<file path="config.mk">
export PLATFORM = sky130hd
export DESIGN_NAME = r0_writeback
export DESIGN_NICKNAME = d
export VERILOG_FILES = /design/src/rtl/r0_pkg.sv /design/src/rtl/r0_wb_datapath.sv /design/src/rtl/r0_writeback.sv
export SDC_FILE = /design/constraint.sdc
export NUM_CORES = 1
export LEC_CHECK = 0
export CORE_MARGIN = 4
export CORE_UTILIZATION = 48
export CTS_BUF_LIST = sky130_fd_sc_hd__clkbuf_4 sky130_fd_sc_hd__clkbuf_8
export DETAILED_ROUTE_END_ITERATION = 8
export PLACE_DENSITY = 0.87
export SYNTH_ARGS = -nofsm -noshare
export SYNTH_HDL_FRONTEND = slang
export SYNTH_SLANG_ARGS = --single-unit
</file>
<file path="constraint.sdc">
create_clock -name clk -period 2.1 [get_ports clk]
set_input_delay 0.21 -clock clk [delete_from_list [all_inputs] [get_ports clk]]
set_output_delay 0.21 -clock clk [all_outputs]
set_load 0.02 [all_outputs]
</file>
<file path="src/rtl/r0_pkg.sv">
// r0 writeback shared definitions: write-mode constants (also used by the
// r0 operand multiplexer) and writeback FSM state encodings.
package r0_pkg;

    localparam logic [1:0] R0_MODE_NOP = 2'd0;
    localparam logic [1:0] R0_MODE_V1  = 2'd1;
    localparam logic [1:0] R0_MODE_V2  = 2'd2;
    localparam logic [1:0] R0_MODE_SUM = 2'd3;

    typedef enum logic [1:0] {
        R0_WB_IDLE = 2'd0,
        R0_WB_EXEC = 2'd1,
        R0_WB_DONE = 2'd2
    } r0_wb_state_t;

endpackage

</file>
<file path="src/rtl/r0_wb_datapath.sv">
// r0 writeback next-value logic (combinational).
// Ports: mode, value1, value2, r0_cur, carry_cur in; r0_next, carry_next out.
// Build option R0_SATURATE_EN: mode 3 clamps r0 to all ones on overflow.
module r0_wb_datapath
    import r0_pkg::*;
#(
    parameter int WIDTH = 8
) (
    input  logic [1:0]       mode,
    input  logic [WIDTH-1:0] value1,
    input  logic [WIDTH-1:0] value2,
    input  logic [WIDTH-1:0] r0_cur,
    input  logic             carry_cur,
    output logic [WIDTH-1:0] r0_next,
    output logic             carry_next
);

    logic [WIDTH:0] sum;

    assign sum = {1'b0, value1} + {1'b0, value2};

    always_comb begin
        r0_next    = r0_cur;
        carry_next = carry_cur;
        unique case (mode)
            R0_MODE_NOP: begin
                r0_next    = r0_cur;
                carry_next = carry_cur;
            end
            R0_MODE_V1: r0_next = value1;
            R0_MODE_V2: r0_next = value2;
            R0_MODE_SUM: begin
                carry_next = sum[WIDTH];
`ifdef R0_SATURATE_EN
                r0_next = sum[WIDTH] ? {WIDTH{1'b1}} : sum[WIDTH-1:0];
`else
                r0_next = sum[WIDTH-1:0];
`endif
            end
            default: begin
                r0_next    = r0_cur;
                carry_next = carry_cur;
            end
        endcase
    end

endmodule

</file>
<file path="src/rtl/r0_writeback.sv">
// r0 writeback: captures a request in IDLE, writes r0 in EXEC, pulses ready.
// Ports: clk, rst_n, en, state[1:0], value1, value2 in; r0, carry, busy, ready out.
// Build option R0_SATURATE_EN (see r0_wb_datapath) saturates mode-3 writes.
module r0_writeback
    import r0_pkg::*;
#(
    parameter int               WIDTH    = 8,
    parameter logic [WIDTH-1:0] R0_RESET = '0
) (
    input  logic             clk,
    input  logic             rst_n,
    input  logic             en,
    input  logic [1:0]       state,
    input  logic [WIDTH-1:0] value1,
    input  logic [WIDTH-1:0] value2,
    output logic [WIDTH-1:0] r0,
    output logic             carry,
    output logic             busy,
    output logic             ready
);

    r0_wb_state_t     fsm_q;
    r0_wb_state_t     fsm_d;
    logic             capture;
    logic             write;
    logic             ready_d;
    logic [1:0]       mode_q;
    logic [WIDTH-1:0] v1_q;
    logic [WIDTH-1:0] v2_q;
    logic [WIDTH-1:0] r0_next;
    logic             carry_next;

    always_ff @(posedge clk or negedge rst_n) begin
        if (!rst_n) begin
            fsm_q <= R0_WB_IDLE;
        end else begin
            fsm_q <= fsm_d;
        end
    end

    // Unused encoding falls back to IDLE without writing.
    always_comb begin
        fsm_d   = R0_WB_IDLE;
        capture = 1'b0;
        write   = 1'b0;
        ready_d = 1'b0;
        unique case (fsm_q)
            R0_WB_IDLE: begin
                if (en) begin
                    capture = 1'b1;
                    fsm_d   = R0_WB_EXEC;
                end else begin
                    fsm_d = R0_WB_IDLE;
                end
            end
            R0_WB_EXEC: begin
                write   = 1'b1;
                ready_d = 1'b1;
                fsm_d   = R0_WB_DONE;
            end
            R0_WB_DONE: begin
                fsm_d = R0_WB_IDLE;
            end
            default: begin
                fsm_d = R0_WB_IDLE;
            end
        endcase
    end

    assign busy = (fsm_q != R0_WB_IDLE);

    r0_wb_datapath #(
        .WIDTH(WIDTH)
    ) u_datapath (
        .mode      (mode_q),
        .value1    (v1_q),
        .value2    (v2_q),
        .r0_cur    (r0),
        .carry_cur (carry),
        .r0_next   (r0_next),
        .carry_next(carry_next)
    );

    always_ff @(posedge clk or negedge rst_n) begin
        if (!rst_n) begin
            mode_q <= R0_MODE_NOP;
            v1_q   <= '0;
            v2_q   <= '0;
        end else if (capture) begin
            mode_q <= state;
            v1_q   <= value1;
            v2_q   <= value2;
        end
    end

    // ready rises together with the new r0 value.
    always_ff @(posedge clk or negedge rst_n) begin
        if (!rst_n) begin
            r0    <= R0_RESET;
            carry <= 1'b0;
            ready <= 1'b0;
        end else begin
            ready <= ready_d;
            if (write) begin
                r0    <= r0_next;
                carry <= carry_next;
            end
        end
    end

endmodule
</file>
# ---- Word-level counts from Yosys, hierarchy flattened
# Cells that the tools add are included.
dict set report op_classes {
  n_bitwise 1
  addsub 1
  n_eq_ne 4
  muxes 6
  n_reduce_logical 5
}
# cell count
set ops {}
lappend ops {{$pmux 8 s3} 1}
lappend ops {{$add 8x8->9} 1}
lappend ops {{$eq 2x1->1 const B} 2}
lappend ops {{$eq 2x2->1 const B} 2}
lappend ops {{$logic_not 2->1} 2}
lappend ops {{$mux 1} 4}
lappend ops {{$pmux 2 s2} 1}
lappend ops {{$reduce_and 2->1} 2}
lappend ops {{$reduce_bool 2->1} 1}
lappend ops {{$not 1->1} 1}
dict set report word_totals {
  register_bits 30
  inputBits 21
  output_inout_bits 11
  word_cells 24
}

# ---- Logic depth before layout (Yosys ltp)
# Gate-level depths: netlist of run 1.
dict set report depth {
  depth_word 3
  depth_mapped 6
  ltp_nobuf 6
}

# ---- By module
# Synthesis of run 1 repeated with hierarchy kept, for this count alone.
dict set report hier_totals {
  cells_unflattened 110
  hier_area_um2 1634.1
}
# mod n_inst cells_per_inst area_per_inst_um2
set modules_own_cells {}
lappend modules_own_cells {r0_writeback 1 63 1128.6}
lappend modules_own_cells {r0_wb_datapath 1 47 505.5}

# ---- Worst setup path before layout of run 1
# OpenSTA, ideal clock, no wires.
dict set report synth_timing {
  path_type {register -> register}
  from {register v2_q[0]}
  to {register r0[6]}
  required_time_ns 1.960
  stages_incl_launch_ff 7
  synth_period_minus_slack_ns 1.980
  slack_ns 0.120
  arrival_ns 1.840
  n_path_buf 0
  path_cell_list {dfrtp_1 ha_1 fa_1 a211oi_2 o21ai_1 a2111oi_0 a211oi_1}
}
dict set report synth_between {
  elab_chain_cells 2
}
# item line
set synth_lines {}
lappend synth_lines {{start: declaration} r0_writeback.sv:29} ;# logic [WIDTH-1:0] v2_q;
lappend synth_lines {{start signal: assignment} r0_writeback.sv:92} ;# v2_q <= value2;
lappend synth_lines {{$add 8x8->9} r0_wb_datapath.sv:20} ;# assign sum = {1'b0, value1} + {1'b0, value2};
lappend synth_lines {{$pmux 8 s3} r0_wb_datapath.sv:25} ;# unique case (mode)
lappend synth_lines {{end signal: assignment} r0_writeback.sv:105} ;# r0 <= r0_next;
lappend synth_lines {{end: declaration} r0_writeback.sv:16} ;# output logic [WIDTH-1:0] r0,
# Every way passes these cells.
# A chain may end at the register's enable or synchronous reset.

# ---- Final worst setup path of run 1
# Same ends and word-level chain as after synthesis.

==> flow_summary.toml, run 1 <==
[status]
status = "finished clean"

[synthesis]
synthFlopType = "dfrtp_1"
synth-simple-area-share_pct = 11.1
yosys.cell_types.count = 46
synth-edff-count = 0
syn_avg_cell_area_sq_um = 11.1
synth_compound_area_share_pct = 20.1
synthesis.area_sq_mm = 0.00169
synth_xor_area_share_pct = 1.04
muxShareOfSynthArea_pct = 12.6
yosys_register_bits = 29
synth_fa_ha_area_share_pct = 7.12
syn_inst = 152
synth-async-reset-ratio_pct = 100
synth.yosys.warnings = 0
synth_top_family_by_area = "compound AO/OA/AOI/OAI gates"
ys_seq_area_share_pct = 43.0
synth_nets = 182

[clocking]
cts-root-buf = "clkbuf_4"
numCtsBuffers = 5
clkSinkCount = 29
clkTransAtPathRegs_ns = 0.10
clock_latency_ns = 0.34
holdBufCountCts = 0
clock_path_buffers = 2
cts_tree = "built"
h-tree-depth = 2

[setup_path]
cpMaxStageDelayCell = "dfrtp_1"
start_kind = "flop"
path_class = "reg2reg"
crit_chain = "ha_1 -> fa_2 -> a211oi_2 -> o21ai_1 -> a2111oi_2 -> a211oi_1"
worstPathMaxFanout = 3
cpPeakStageDelay_ns = 0.41
worst_setup_path_end_kind = "flop"
worst_ep_arrival_time_ns = 2.21
crit_required_ns = 2.31
cp.buffers_inverters = 0
crit_family = "compound AO/OA/AOI/OAI gates"

[hold_path]
min_path_type = "in2async"

[die]
die_x_um = 67.3
die_h_um = 67.3
start_util_pct = 50.2
die-area_sq_mm = 0.00453
coreArea_sq_mm = 0.00336
floorplan.rows = 21
io_pins = 32

[global_route]
antenna_found_initial = 0
first_global_vias = 1473
gr-usage-all-layers_pct = 21.0
use_met3_pct = 6.16
gr-max-usage-layer = "met2"
grt_max_degree = 30
grt.overflow.total = 0
grt_use_met2_pct = 35.5
globalRouteMet1Util_pct = 23.5
grt_pass1_wl_um = 6940

[place]
gp_congestion = 0.928
placedCellCount = 225
pre_cts_ws_ns = 0.00920
dp_hpwl_um = 3000
io_buffers = 31

[timing]
worst_slack_ns = 0.0978
worst_hold_slack_ns = 0.242
setup_viol = 0
fin_crit_ns = 2.00
finalMaxSlewViolations = 0
finalCritPeriodShare_pct = 95.3
timing.setup.tns_ns = 0
max_freq_mhz = 499
rsz0062_at_grt = "false"
tightest_slew_ns = 0.568
slew_headroom_pct = 62.1
finClkSkew_ns = 0.0118
finalHoldViolations = 0

[route]
antenna_left = 0
routed_wl_um = 4130
via_count = 1408
wire_per_inst_um = 17.8
drc = 0
routed_via_density = 6.07
firstDrtPassIters = 4
drt_iter0_markers = 58

[layout]
multi_input_area_sq_um = 886
antenna_cells = 0
nets = 216
syn_to_final_growth_pct = 23.4
stdcell_count = 232
fill_cells = 305
register_area_sq_um = 726
drive_gt1_share_pct = 21.0
fin_util_pct = 61.9

[job]
cap_violations = 0

[power]
leakagePower_nw = 0.860
powerDensity_mw_per_mm2 = 1230
irDropWorstVdd_mv = 0.662
-- cells by family (layout without fill, tap and decap cells) --
kind of cell | after synthesis | in the layout
adders and majority gates | 9 | 9
and+or+nand+nor | 33 | 33
buffers and inverters | 13 | 47
muxes | 19 | 19
xor gates and xnor gates | 2 | 2
AOI/OAI and AO/OA | 47 | 47
DFF | 29 | 29
-- timing repair --
action	CTS	global route
cloned	0	0
endpoints found under the setup margin	1	1
gates resized for setup	2	1
setup buffers	0	0
-- cells in the final DEF, fill, tap and decap left out, types with 2 or more instances in the layout --
master	n
clkdlybuf4s50_1	31
dfrtp_1	29
mux2_2	18
nor2_1	9
o22ai_1	9
ha_1	8
nand2_1	7
a21oi_1	7
clkbuf_4	6
inv_1	5
o21ai_0	5
a21o_1	4
a211oi_1	3
a2111oi_2	3
nand3_1	3
buf_4	3
a31oi_1	2
nand3b_1	2
xnor2_1	2
o211ai_1	2
o21ai_1	2
a2bb2oi_1	2
-- layer usage --
layer / vias to the layer above / share of wire [%]
met3: 9 / 7.4
met5: - / 0
met1: 699 / 39
li1: 645 / -
met4: 0 / 2.1
met2: 55 / 51
-- power breakdown --
group          switching (mW)  leakage, nW  internal (mW)
clock network           0.191       0.0348          0.171
logic                   0.643        0.483          0.640
registers               0.181        0.342          0.733
total                    1.01        0.860           1.54
-- per-stage QoR --
stage	cell area [sq um]	total power, mW
5_1_grt	2080	2.73
6_report	2080	2.56
3_3_place_gp	2020	2.10
3_5_place_dp	2020	2.17
4_1_cts	2080	2.55
2_1_floorplan	1690	1.76
-- cells in the mapped netlist (3+ instances only) --
cell	count	share of area (%)
dfrtp_1	29	43
mux2_2	18	12
nor2_1	9	2.0
o22ai_1	9	3.3
ha_1	8	5.9
a21oi_1	7	2.1
nand2_1	7	1.6
inv_1	5	1.1
o21ai_0	5	1.5
a21o_1	4	1.8
buf_6	4	2.7
a211oi_1	3	1.3
nand3_1	3	0.89
-- area by class of cell --
type | count | area share, %
multi-input cells | 110 | 42.5
inverters | 6 | 1.08
well taps | 46 | 2.76
clock buffers | 7 | 2.82
flip-flops and latches | 29 | 34.8
repair buffers | 34 | 16.0
-- flip-flops by register name, indices dropped and copies added, names as in the netlist --
register / count
r0: 8
v1_q: 8
v2_q: 8
fsm_q: 2
mode_q: 2
carry: 1
-- final timing paths --
path | start | to | slack [ns] | cells after the start
setup reg to reg | v2_q[0] | r0[6] | 0.1 | 6
min in group clk | state[0] | mode_q[0] | 0.45 | 3
hold reg to reg | r0[4] | r0[4] | 0.53 | 1
max in group asynchronous | rst_n | r0[4] | 1.58 | 2
hold / removal | rst_n | v2_q[7] | 0.24 | 2
setup / recovery | v2_q[0] | r0[6] | 0.1 | 6
(Power assumes the default switching activity.)
==> inputs of run 2 (changes only) <==
--- a/config.mk
+++ b/config.mk
@@ -5,6 +5,7 @@
 export SDC_FILE = /design/constraint.sdc
 export NUM_CORES = 1
 export LEC_CHECK = 0
+export ABC_CLOCK_PERIOD_IN_PS = 2100
 export CORE_MARGIN = 4
 export CORE_UTILIZATION = 48
 export CTS_BUF_LIST = sky130_fd_sc_hd__clkbuf_4 sky130_fd_sc_hd__clkbuf_8
==> results of run 2 <==
Final layout, timing and power as in run 1 (identical DEF).
